[config.mk]
export PLATFORM = sky130hd
export DESIGN_NAME = multi_clock_divider
export DESIGN_NICKNAME = d
export VERILOG_FILES = /design/src/rtl/clkdiv_pkg.sv /design/src/rtl/clkdiv_channel.sv /design/src/rtl/multi_clock_divider.sv
export SDC_FILE = /design/constraint.sdc
export NUM_CORES = 1
export LEC_CHECK = 0
export CAP_MARGIN = 25
export CORE_MARGIN = 5
export CORE_UTILIZATION = 63
export DETAILED_ROUTE_END_ITERATION = 6
export PLACE_DENSITY = 0.81
export SYNTH_ARGS = -nofsm -noshare
export SYNTH_HDL_FRONTEND = slang
export SYNTH_SLANG_ARGS = --single-unit
[constraint.sdc]
create_clock -name clock_in -period 5.7 [get_ports clock_in]
set_input_delay 1.14 -clock clock_in [delete_from_list [all_inputs] [get_ports clock_in]]
set_output_delay 1.14 -clock clock_in [all_outputs]
set_load 0.02 [all_outputs]
[src/rtl/clkdiv_pkg.sv]
// Shared constants, types and helpers for the multi-channel clock divider.
package clkdiv_pkg;

    localparam int CNT_W_DEF       = 28;
    localparam int DEFAULT_DIV_DEF = 2;

    typedef logic [CNT_W_DEF-1:0] cnt_t;

    // Width of a channel index; a single channel still needs a 1-bit selector.
    function automatic int ch_idx_w(input int num_ch);
        return (num_ch <= 1) ? 1 : $clog2(num_ch);
    endfunction

endpackage

[src/rtl/clkdiv_channel.sv]
// One divider channel: free-running counter, active/shadow divisor pair with
// end-of-period apply, and registered square-wave and tick outputs.
module clkdiv_channel
    import clkdiv_pkg::*;
#(
    parameter int CNT_W       = CNT_W_DEF,
    parameter int DEFAULT_DIV = DEFAULT_DIV_DEF
) (
    input  logic             clock_in,
    input  logic             reset_n,
    input  logic             enable,
    input  logic             load,
    input  logic [CNT_W-1:0] div_in,
    input  logic             sync_clear,
    output logic             div_pending,
    output logic             clock_out,
    output logic             tick
);

    logic [CNT_W-1:0] cnt_q, cnt_d;
    logic [CNT_W-1:0] active_q, active_d;
    logic [CNT_W-1:0] shadow_q, shadow_d;
    logic             pending_q, pending_d;
    logic             clk_q, clk_d;
    logic             tick_q, tick_d;

    logic [CNT_W-1:0] eff_div_s;
    logic [CNT_W-1:0] last_s;
    logic [CNT_W-1:0] half_s;
    logic             wrap_s;

    // A zero divisor behaves as divide-by-one; all arithmetic stays in CNT_W bits.
    assign eff_div_s = (active_q == {CNT_W{1'b0}}) ? CNT_W'(1) : active_q;
    assign last_s    = eff_div_s - CNT_W'(1);
    assign half_s    = eff_div_s >> 1;
    assign wrap_s    = (cnt_q >= last_s);

    // Next-state: disable beats sync_clear beats normal counting; load is folded in last.
    always_comb begin
        cnt_d     = cnt_q;
        active_d  = active_q;
        shadow_d  = shadow_q;
        pending_d = pending_q;
        clk_d     = clk_q;
        tick_d    = tick_q;

        if (!enable) begin
            cnt_d  = {CNT_W{1'b0}};
            clk_d  = 1'b0;
            tick_d = 1'b0;
            if (pending_q) begin
                active_d  = shadow_q;
                pending_d = 1'b0;
            end else begin
                active_d  = active_q;
            end
        end else if (sync_clear) begin
            cnt_d  = {CNT_W{1'b0}};
            clk_d  = (cnt_q < half_s);
            tick_d = 1'b0;
        end else begin
            cnt_d  = wrap_s ? {CNT_W{1'b0}} : (cnt_q + CNT_W'(1));
            clk_d  = (cnt_q < half_s);
            tick_d = wrap_s;
            if (wrap_s && pending_q) begin
                active_d  = shadow_q;
                pending_d = 1'b0;
            end else begin
                active_d  = active_q;
            end
        end

        // A load in the apply cycle keeps the new value waiting for the next wrap.
        if (load) begin
            shadow_d  = div_in;
            pending_d = 1'b1;
        end else begin
            shadow_d  = shadow_q;
        end
    end

    // State and output registers.
    always_ff @(posedge clock_in or negedge reset_n) begin
        if (!reset_n) begin
            cnt_q     <= {CNT_W{1'b0}};
            active_q  <= CNT_W'(DEFAULT_DIV);
            shadow_q  <= CNT_W'(DEFAULT_DIV);
            pending_q <= 1'b0;
            clk_q     <= 1'b0;
            tick_q    <= 1'b0;
        end else begin
            cnt_q     <= cnt_d;
            active_q  <= active_d;
            shadow_q  <= shadow_d;
            pending_q <= pending_d;
            clk_q     <= clk_d;
            tick_q    <= tick_d;
        end
    end

    assign div_pending = pending_q;
    assign clock_out   = clk_q;
    assign tick        = tick_q;

endmodule

[src/rtl/multi_clock_divider.sv]
// NUM_CH independent programmable clock dividers sharing one clock, with a
// decoded divisor-load port and a global phase-aligning sync_clear.
module multi_clock_divider
    import clkdiv_pkg::*;
#(
    parameter int NUM_CH      = 4,
    parameter int CNT_W       = CNT_W_DEF,
    parameter int DEFAULT_DIV = DEFAULT_DIV_DEF
) (
    input  logic                          clock_in,
    input  logic                          reset_n,
    input  logic [NUM_CH-1:0]             enable,
    input  logic                          div_load,
    input  logic [ch_idx_w(NUM_CH)-1:0]   div_ch,
    input  logic [CNT_W-1:0]              div_in,
    input  logic                          sync_clear,
    output logic [NUM_CH-1:0]             div_pending,
    output logic [NUM_CH-1:0]             clock_out,
    output logic [NUM_CH-1:0]             tick
);

    localparam int CH_W = ch_idx_w(NUM_CH);

    for (genvar gi = 0; gi < NUM_CH; gi++) begin : g_ch
        logic load_s;

        // Indices past NUM_CH never match, so such loads are dropped.
        assign load_s = div_load && (div_ch == CH_W'(gi));

        clkdiv_channel #(
            .CNT_W       (CNT_W),
            .DEFAULT_DIV (DEFAULT_DIV)
        ) u_ch (
            .clock_in    (clock_in),
            .reset_n     (reset_n),
            .enable      (enable[gi]),
            .load        (load_s),
            .div_in      (div_in),
            .sync_clear  (sync_clear),
            .div_pending (div_pending[gi]),
            .clock_out   (clock_out[gi]),
            .tick        (tick[gi])
        );
    end

endmodule

* After elaboration in Yosys (flattened, before gate mapping)
Index checks and enable logic that the tools add are counted.
** Operators by class
- Reductions and logical operators :: 25
- Muxes and demuxes :: 60
- Shift-type cells :: 0
- Bitwise gates (word level) :: 0
- Eq/ne operators :: 19
- Magnitude comparators :: 8
- Divide/modulo/power cells :: 0
- Multiply operators :: 0
- Add/sub/neg operators :: 8
** Operators with widths (count)
- two-way mux 28 bit :: 32
- adder 28 x 1 -> 28 bit (second input constant) :: 4
- greater-or-equal comparator 28 bit :: 4
- logical NOT 28 bit :: 4
- < comparator 28 x 27 -> 1 bit :: 4
- subtractor 28 x 1 -> 28 bit (second input constant) :: 4
- two-way mux 1 bit :: 28
- != test 3 x 1 -> 1 bit (second input constant) :: 4
- != test 3 x 2 -> 1 bit (second input constant) :: 4
- AND reduction 3 bit :: 4
- logical AND 1 bit :: 8
- != test 2 x 1 -> 1 bit (second input constant) :: 4
- != test 2 bit (second input constant) :: 4
- AND reduction 2 bit :: 4
- nonzero test 2 bit :: 4
- equality test 2 bit (second input constant) :: 2
- equality test 2 x 1 -> 1 bit (second input constant) :: 1
- logical NOT 2 bit :: 1
** Storage, ports and cells
- RAM bits :: 0
- Bits in read-only memories :: 0
- Memories kept :: 0
- Output and inout port bits :: 12
- Bits in latches :: 0
- Bits in registers :: 348

* Logic depth before layout (Yosys ltp)
Gate-level depths: netlist of run 1.
- Word-level depth :: 9
- Mapped depth :: 21

* Modules after synthesis
A second synthesis of run 1 with hierarchy kept.
** Second synthesis, totals
- Cells, all modules :: 2146
- Area total of the unflattened synthesis :: 22105.0 um^2
** Modules (own cells, without submodules)
- clkdiv_channel at g_ch[0].u_ch ... :: instances 2, area an instance 5776.8 um^2, cells each 575
- clkdiv_channel at g_ch[1].u_ch :: instances 1, area an instance 5320.1 um^2, cells each 499
- clkdiv_channel at g_ch[3].u_ch :: instances 1, area an instance 5193.7 um^2, cells each 493
- multi_clock_divider :: instances 1, area an instance 37.5 um^2, cells each 4

* Least setup slack after synthesis of run 1
Ideal clock, no wire load.
- Kind :: register -> register
- Start point :: reg g_ch[1].u_ch.active_q[21]
- End point :: reg g_ch[1].u_ch.active_q[10]
- Buffers on the path :: 1
- Required time :: 5.575 ns
- Cell stages (with the launch flop) :: 20
- Setup slack :: 0.611 ns
- Arrival :: 4.964 ns
- Cell sequence :: dfrtp_1 or4_1 or3_1 or3_1 nor3_1 nor2_1 ha_1 nand2_1 or3_1 nor3_1 xnor2_1 ha_1 nand4_1 or4_1 a2111o_1 a41oi_2 nor4_2 a21oi_4 buf_6 mux2_2
** On the way
- Word-level cells in the longest chain between the ends :: 7
** RTL lines
- from (decl) :: line clkdiv_channel.sv:21 : logic [CNT_W-1:0] active_q, active_d;
- from (signal assigned) :: line clkdiv_channel.sv:86 : active_q <= CNT_W'(DEFAULT_DIV);
- from (signal assigned) :: line clkdiv_channel.sv:93 : active_q <= active_d;
- logical NOT 28 bit :: line clkdiv_channel.sv:33 : assign eff_div_s = (active_q == {CNT_W{1'b0}}) ? CNT_W'(1) : active_q;
- two-way mux 28 bit * :: line clkdiv_channel.sv:33
- subtractor 28 x 1 -> 28 bit * :: line clkdiv_channel.sv:34 : assign last_s = eff_div_s - CNT_W'(1);
- greater-or-equal comparator 28 bit * :: line clkdiv_channel.sv:36 : assign wrap_s = (cnt_q >= last_s);
- logical AND 1 bit * :: line clkdiv_channel.sv:65 : if (wrap_s && pending_q) begin
- != test 2 x 1 -> 1 bit (no line) *
- AND reduction 3 bit (no line) *
Mark *: on every way between the ends. The rest lies on a longest branch, timed or not.
A chain may end at the register's enable or synchronous reset.

* Worst setup path after layout of run 1
- Start point :: reg g_ch[1].u_ch.active_q[21]
- End point :: reg g_ch[1].u_ch.active_q[12]
Same word-level chain as after synthesis.

==> qor.yml, run 1 <==
status: "finished clean"
nets: 2369
finalSetupViolations: 0
max-slew-margin-rel_pct: 34.6
cp_data_arrival_time_ns: 5.83
yosysWarnings: 0
ys_async_sr_fraction_pct: 100
antenna_found_initial: 0
hold_viol: 0
core_area_um2: 33300
synth_seq_cells: 348
detail-route-antenna-nets: 0
cap_violations: 0
drive_gt1_share_pct: 14.1
die_h_um: 193
final_area_um2: 23300
avgSynthCellArea_um2: 10.3
drv_slew: 0
cts_tree: "yes"
vdd_ir_drop_max_v: 0.000240
placed_cell_area_um2: 22100
final.min_clock_period_ns: 5.43
finalPower_w: 0.00776
rr_startpoint: "g_ch[1].u_ch.active_q[21]"
postCtsHoldBufs: 0
fin_skew_ns: 0.0219
area_growth_pct: 10.5
critPathRequiredTime_ns: 6.10
p_per_area_nw_per_um2: 333
die_w_um: 193
top_layer_used: "met4"
wl_met1_um: 21600
die_area_um2: 37300
clock_sinks: 348
ioPinCount: 50
rsz0062_at_grt: "false"
grt.total_usage_pct: 26.7
grt_pass1_vias: 15900
critPathCaptureType: "flip-flop"
rows: 67
syn_inst: 2053
leakagePower_nw: 10.8
cts_setup_buffers: 0
worst_pin_slew_ns: 0.979
io_buffer_count: 49
gp_congestion: 0.892
drt-initial-drc-count: 1079
critPathKind: "flip-flop to flip-flop"
synth-main-ff-cell: "dfrtp_1"
grt_max_degree: 131
htreeDepth: 2
clockBufferDepth: 3
routed_via_density: 6.01
cts_resized: 0
vias: 15500
cts_buffers: 37
timing.final.crit_share_pct: 95.3
hp-start: "g_ch[1].u_ch.cnt_q[0]"
grt_pass1_wl_um: 80800
clkTransAtPathRegs_ns: 0.06
antenna_cells: 0
r2r_end: "g_ch[1].u_ch.active_q[12]"
r2r_slack_ns: 0.27
startpoint_type: "flip-flop"
routed_wirelength_um: 48400
crit_start: "g_ch[1].u_ch.active_q[21]"
start_util_pct: 63.4
stdcell_count: 2580
cp_max_fo: 28
fin_tns_setup_ns: 0
synth_edf_count: 0
dr.pass1.iters: 5
yosysSeqAreaShare_pct: 41.3
dp_hpwl_um: 34900
overflow: 0
wl_met3_um: 1870
hold-path-cell-count: 1
hold_slack_ns: 0.491
whs_endpoint: "g_ch[1].u_ch.cnt_q[0]"
clk_latency_ns: 0.52
reg2reg_depth: 19
dp.cells: 2516
synth_cell_types: 62
netlist_area_um2: 21100
worstHoldPathType: "flip-flop to flip-flop"
max_freq_ghz: 0.184
root_buffer: "clkbuf_16"
wl_met2_um: 23100
syn_nets: 2315
drc_errors: 0
routedWlPerCell_um: 18.7
==> registers in the layout (all words and copies together) (netlist names) <==
name and cells:
g_ch.u_ch.div_pending 4, g_ch.u_ch.clock_out 4, g_ch.u_ch.active_q 112, g_ch.u_ch.tick 4, g_ch.u_ch.shadow_q 112, g_ch.u_ch.cnt_q 112
==> kinds of logic after synthesis <==
group | Yosys count | synth area share [%]
AO/OA/AOI/OAI | 273 | 8.62
flip-flops | 348 | 41.3
adder cells (fa/ha/maj) | 224 | 13.3
AND/OR/NAND/NOR | 630 | 14.7
multiplexers | 196 | 10.5
XOR/XNOR | 193 | 8.01
buffers and inverters | 189 | 3.67
==> cells in the mapped netlist (45+ instances only) <==
cell type / n / area [um2]
dfrtp_1: 340 / 8510
nand3_1: 64 / 320
a21oi_1: 76 / 380
a21o_1: 45 / 338
nand2_1: 115 / 432
nor2_1: 206 / 773
ha_1: 224 / 2800
inv_1: 135 / 507
xnor2_1: 125 / 1090
xor2_1: 68 / 596
mux2_2: 196 / 2210
nand4_1: 61 / 382
==> routing by layer <==
layer / GRT usage (%) / vias to the layer above
li1: - / 7398
met1: 36.1 / 7664
met2: 44.4 / 333
met3: 3.60 / 116
met4: 9.86 / 0
met5: 0 / -
==> cell type report <==
class | instances | area, um2
inverter | 135 | 507
sequential | 348 | 8720
timing repair buffer | 69 | 674
fill | 2389 | 9950
clock inverter | 17 | 229
multi-input combinational | 1516 | 11600
clock buffer | 47 | 1000
tap | 448 | 561
==> stage by stage <==
stage                     utilization, %  worst slack (ns)
after global placement              66.4             0.385
after global routing                70.1            0.0367
after detailed placement            66.4             0.222
after floorplan                        -             0.611
final                               70.1             0.266
after CTS                           70.1             0.204
==> power by group <==
group	leakage [nW]	total, W	internal, W	switching [W]
logic	5.87	0.00188	0.000909	0.000971
registers	4.32	0.00340	0.00291	0.000497
clock network	0.587	0.00248	0.00148	0.00100
total	10.8	0.00776	0.00529	0.00247
==> how the worst max path moves through the flow <==
stage / to / slack [ns]
global placement: g_ch[1].u_ch.active_q[2] / 0.38
detailed placement: g_ch[1].u_ch.active_q[17] / 0.22
floorplan: g_ch[1].u_ch.active_q[10] / 0.61
global route: g_ch[1].u_ch.active_q[2] / 0.04
CTS: g_ch[1].u_ch.active_q[11] / 0.20
finish: g_ch[1].u_ch.active_q[12] / 0.27
==> worst max-delay path, cell delays in order (launching register included) <==
cell and delay, ns:
dfrtp_1 0.43, or4_1 0.58, or3_1 0.35, or3_1 0.41
nor3_2 0.23, nor2_1 0.09, ha_1 0.24, nand2_1 0.15
or3_1 0.18, nor4_1 0.07, xnor2_1 0.15, ha_1 0.29
nand4_1 0.11, or4_1 0.56, a2111o_1 0.41, a41oi_2 0.17
nor4_2 0.12, a21oi_4 0.18, buf_12 0.20, mux2_2 0.36
==> cells in the final DEF, fill, tap and decap left out, types with 29 or more instances in the layout <==
master and count:
a21o_1 45, a21oi_1 76, a22oi_1 29, clkbuf_16 37, clkdlybuf4s50_1 48, dfrtp_1 340, ha_1 224, inv_1 135
mux2_2 196, nand2_1 115, nand3_1 64, nand4_1 61, nor2_1 206, nor3_1 38, o211ai_1 37, o21ai_0 37
xnor2_1 125, xor2_1 68
Power figures use the tool's default switching activity.
==> run 2: changes to the inputs <==
--- a/config.mk
+++ b/config.mk
@@ -5,11 +5,14 @@
 export SDC_FILE = /design/constraint.sdc
 export NUM_CORES = 1
 export LEC_CHECK = 0
-export CAP_MARGIN = 25
+export CAP_MARGIN = 10
+export CELL_PAD_IN_SITES_DETAIL_PLACEMENT = 1
+export CELL_PAD_IN_SITES_GLOBAL_PLACEMENT = 2
 export CORE_MARGIN = 5
-export CORE_UTILIZATION = 63
+export CORE_UTILIZATION = 42
 export DETAILED_ROUTE_END_ITERATION = 6
-export PLACE_DENSITY = 0.81
+export PLACE_DENSITY_LB_ADDON = 0.1
+export REMOVE_ABC_BUFFERS = 1
 export SYNTH_ARGS = -nofsm -noshare
 export SYNTH_HDL_FRONTEND = slang
 export SYNTH_SLANG_ARGS = --single-unit
==> qor.yml, run 2 (same netlist as run 1, synthesis figures left out) <==
clkTransAtPathRegs_ns: 0.06  # about the same
ioPinCount: 50  # unchanged
io_buffer_count: 49  # unchanged
reg2reg_depth: 19  # unchanged
rsz0062_at_grt: "false"
clock_sinks: 348  # unchanged
grt_pass1_wl_um: 91900  # +14%
worst_pin_slew_ns: 1.14  # +0.161 ns
clockBufferDepth: 3  # unchanged
routedWlPerCell_um: 19.9  # +6.3%
crit_family: "simple AND/OR/NAND/NOR gates"
worstHoldPathType: "flip-flop to flip-flop"
core_area_um2: 50000  # +50%
start_util_pct: 42.3  # -21 points
crit_start: "g_ch[1].u_ch.active_q[21]"
drive_gt1_share_pct: 15.0  # +0.84 points
grt.total_usage_pct: 21.0  # -5.7 points
rr_startpoint: "g_ch[1].u_ch.active_q[21]"
cp_max_fo: 14  # -50%
rows: 82  # +22%
crit_buf_inv: 1  # unchanged
hold-path-cell-count: 1  # unchanged
clkPwrFrac_pct: 34.1  # +2.2 points
clk_latency_ns: 0.56  # +0.04 ns
cpPeakStageDelay_ns: 0.57  # about the same
vdd_ir_drop_max_v: 0.000175  # -27%
postCtsHoldBufs: 0  # unchanged
final_cell_mix: "dfrtp_1 (339), ha_1 (223), nor2_1 (206)"
path_cells: "or4_1 > or3_1 > or3_4 > nor3_4 > nor2_1 > ha_2 > nand2_2 > or3_4 > nor3_1 > xnor2_1 > ha_1 > nand4_1 > or4_4 > a2111o_1 > a41oi_2 > nor4_2 > a21oi_4 > buf_12 > mux2_2"
vias: 15400  # -0.41%
leakagePower_nw: 10.9  # +1.5%
layout_commonest_cell: "dfrtp_1"
hold_slack_ns: 0.486  # -0.00455 ns
root_buffer: "clkbuf_16"
status: "finished clean"
die_w_um: 234  # +21%
overflow: 0  # unchanged
critPathCaptureType: "flip-flop"
max-slew-margin-rel_pct: 23.8  # -11 points
nets: 2379  # +0.42%
die_h_um: 234  # +21%
cap_violations: 0  # unchanged
routed_wirelength_um: 56200  # +16%
grt_max_degree: 125  # -4.6%
internal_power_w: 0.00548  # +3.6%
r2r_slack_ns: 0.27  # about the same
power_frac_seq_pct: 42.2  # -1.6 points
finalPower_w: 0.00804  # +3.5%
drt-initial-drc-count: 694  # -36%
switchingPower_w: 0.00255  # +3.4%
cts_tree: "yes"
grt_pass1_vias: 16700  # +4.8%
area_growth_pct: 13.2
drc_errors: 0  # unchanged
drv_slew: 0  # unchanged
critPathKind: "flip-flop to flip-flop"
detail-route-antenna-nets: 0  # unchanged
placed_cell_area_um2: 22400  # +1.5%
finalSetupViolations: 0  # unchanged
timing.final.crit_share_pct: 95.2  # -0.13 points
cp_data_arrival_time_ns: 5.87  # +0.04 ns
regArea_um2: 8720  # about the same
final.min_clock_period_ns: 5.43  # -0.00741 ns
routed_via_density: 5.47  # -8.9%
die_area_um2: 54800  # +47%
reg_top3: "g_ch.u_ch.active_q x112, g_ch.u_ch.cnt_q x112, g_ch.u_ch.shadow_q x112"
critPathRequiredTime_ns: 6.14  # +0.04 ns
swShare_pct: 31.8  # -0.052 points
antenna_found_initial: 8  # +8
hold_viol: 0  # unchanged
gp_congestion: 0.816  # -8.5%
whs_endpoint: "g_ch[1].u_ch.cnt_q[0]"
fin_skew_ns: 0.00983  # -0.0121 ns
dp.cells: 2743  # +9.0%
stdcell_count: 2822  # +9.4%
multi_input_area_um2: 11700  # +0.31%
num-fill-cells: 5503  # +130%
cts_setup_buffers: 0  # unchanged
max_freq_ghz: 0.184  # +0.14%
fin_tns_setup_ns: 0  # unchanged
dr.pass1.iters: 4  # -1
final_area_um2: 23900  # +2.5%
r2r_end: "g_ch[1].u_ch.active_q[21]"
cts_buffers: 42  # +14%
p_per_area_nw_per_um2: 336  # +1.1%
dp_hpwl_um: 41800  # +20%
power_frac_comb_pct: 23.8  # -0.4 points
critPathMostFrequentCell: "or3_4"
htreeDepth: 2  # unchanged
hp-start: "g_ch[1].u_ch.cnt_q[0]"
startpoint_type: "flip-flop"
slowest_stage: "or4_1"
==> run 2: cell types whose count changed in the layout (fill, tap and decap cells not counted), moves of 2 or more <==
cell        delta
diode_2        +4
clkbuf_8       +3
or3_4          +2
clkinvlp_4     -4
clkbuf_16      +9
bufinv_16      -2
buf_4          +2
or3_1          -2
clkinv_2       +2
==> run 2: how the worst max path moves through the flow <==
stage,end,cells past startpoint
after floorplan,g_ch[2].u_ch.active_q[0],19
after global placement,g_ch[1].u_ch.active_q[4],19
after detailed placement,g_ch[1].u_ch.active_q[14],19
after CTS,g_ch[1].u_ch.active_q[13],19
after global routing,g_ch[0].u_ch.active_q[25],20
final,g_ch[1].u_ch.active_q[21],19
==> run 2: layer usage <==
metal  up-vias  routed length [um]  GRT usage (%)
met5         -                   0              0
met4         0                1010           4.64
met3        64                2060           2.45
met1      7809               25400           27.9
li1       7415                   -              -
met2       160               27800           36.9
==> run 2: cell type report <==
cell class / count / share of cell area (%)
timing repair buffer: 74 / 3.12
clock buffer: 59 / 5.22
multi-input combinational: 1516 / 48.8
clock inverter: 14 / 0.659
inverter: 135 / 2.12
tap: 672 / 3.52
sequential: 348 / 36.5
antenna: 4 / 0.0419
==> run 2: stage by stage <==
stage                     util, %  setup slack [ns]
after global placement       44.8             0.261
final                        47.8             0.273
after CTS                    47.7            0.0846
after detailed placement     44.8            0.0692
after floorplan                 -             0.361
after global routing         47.8           0.00584
==> run 2: power by group through the flow <==
stage               logic, W  clock network (W)  registers, W
floorplan            0.00139                  0       0.00325
global placement     0.00183                  0       0.00342
CTS                  0.00194            0.00282       0.00340
global route         0.00219            0.00293       0.00346
detailed placement   0.00192                  0       0.00344
finish               0.00191            0.00274       0.00339
==> run 2: what timing repair did <==
action | in CTS | in global routing
pin swaps | 0 | 2
resized for setup | 1 | 9
cloned | 0 | 2
endpoints found under the setup margin | 8 | 80
==> run 2: worst reg2reg max path: cells and delay by family (launching register included) <==
family / cells / cell delay [ns]
xor gates and xnor gates: 1 / 0.13
buffers and inverters: 1 / 0.19
muxes: 1 / 0.36
DFF: 1 / 0.43
AOI/OAI and AO/OA: 3 / 0.86
and+or+nand+nor: 11 / 2.80
adders and majority gates: 2 / 0.52
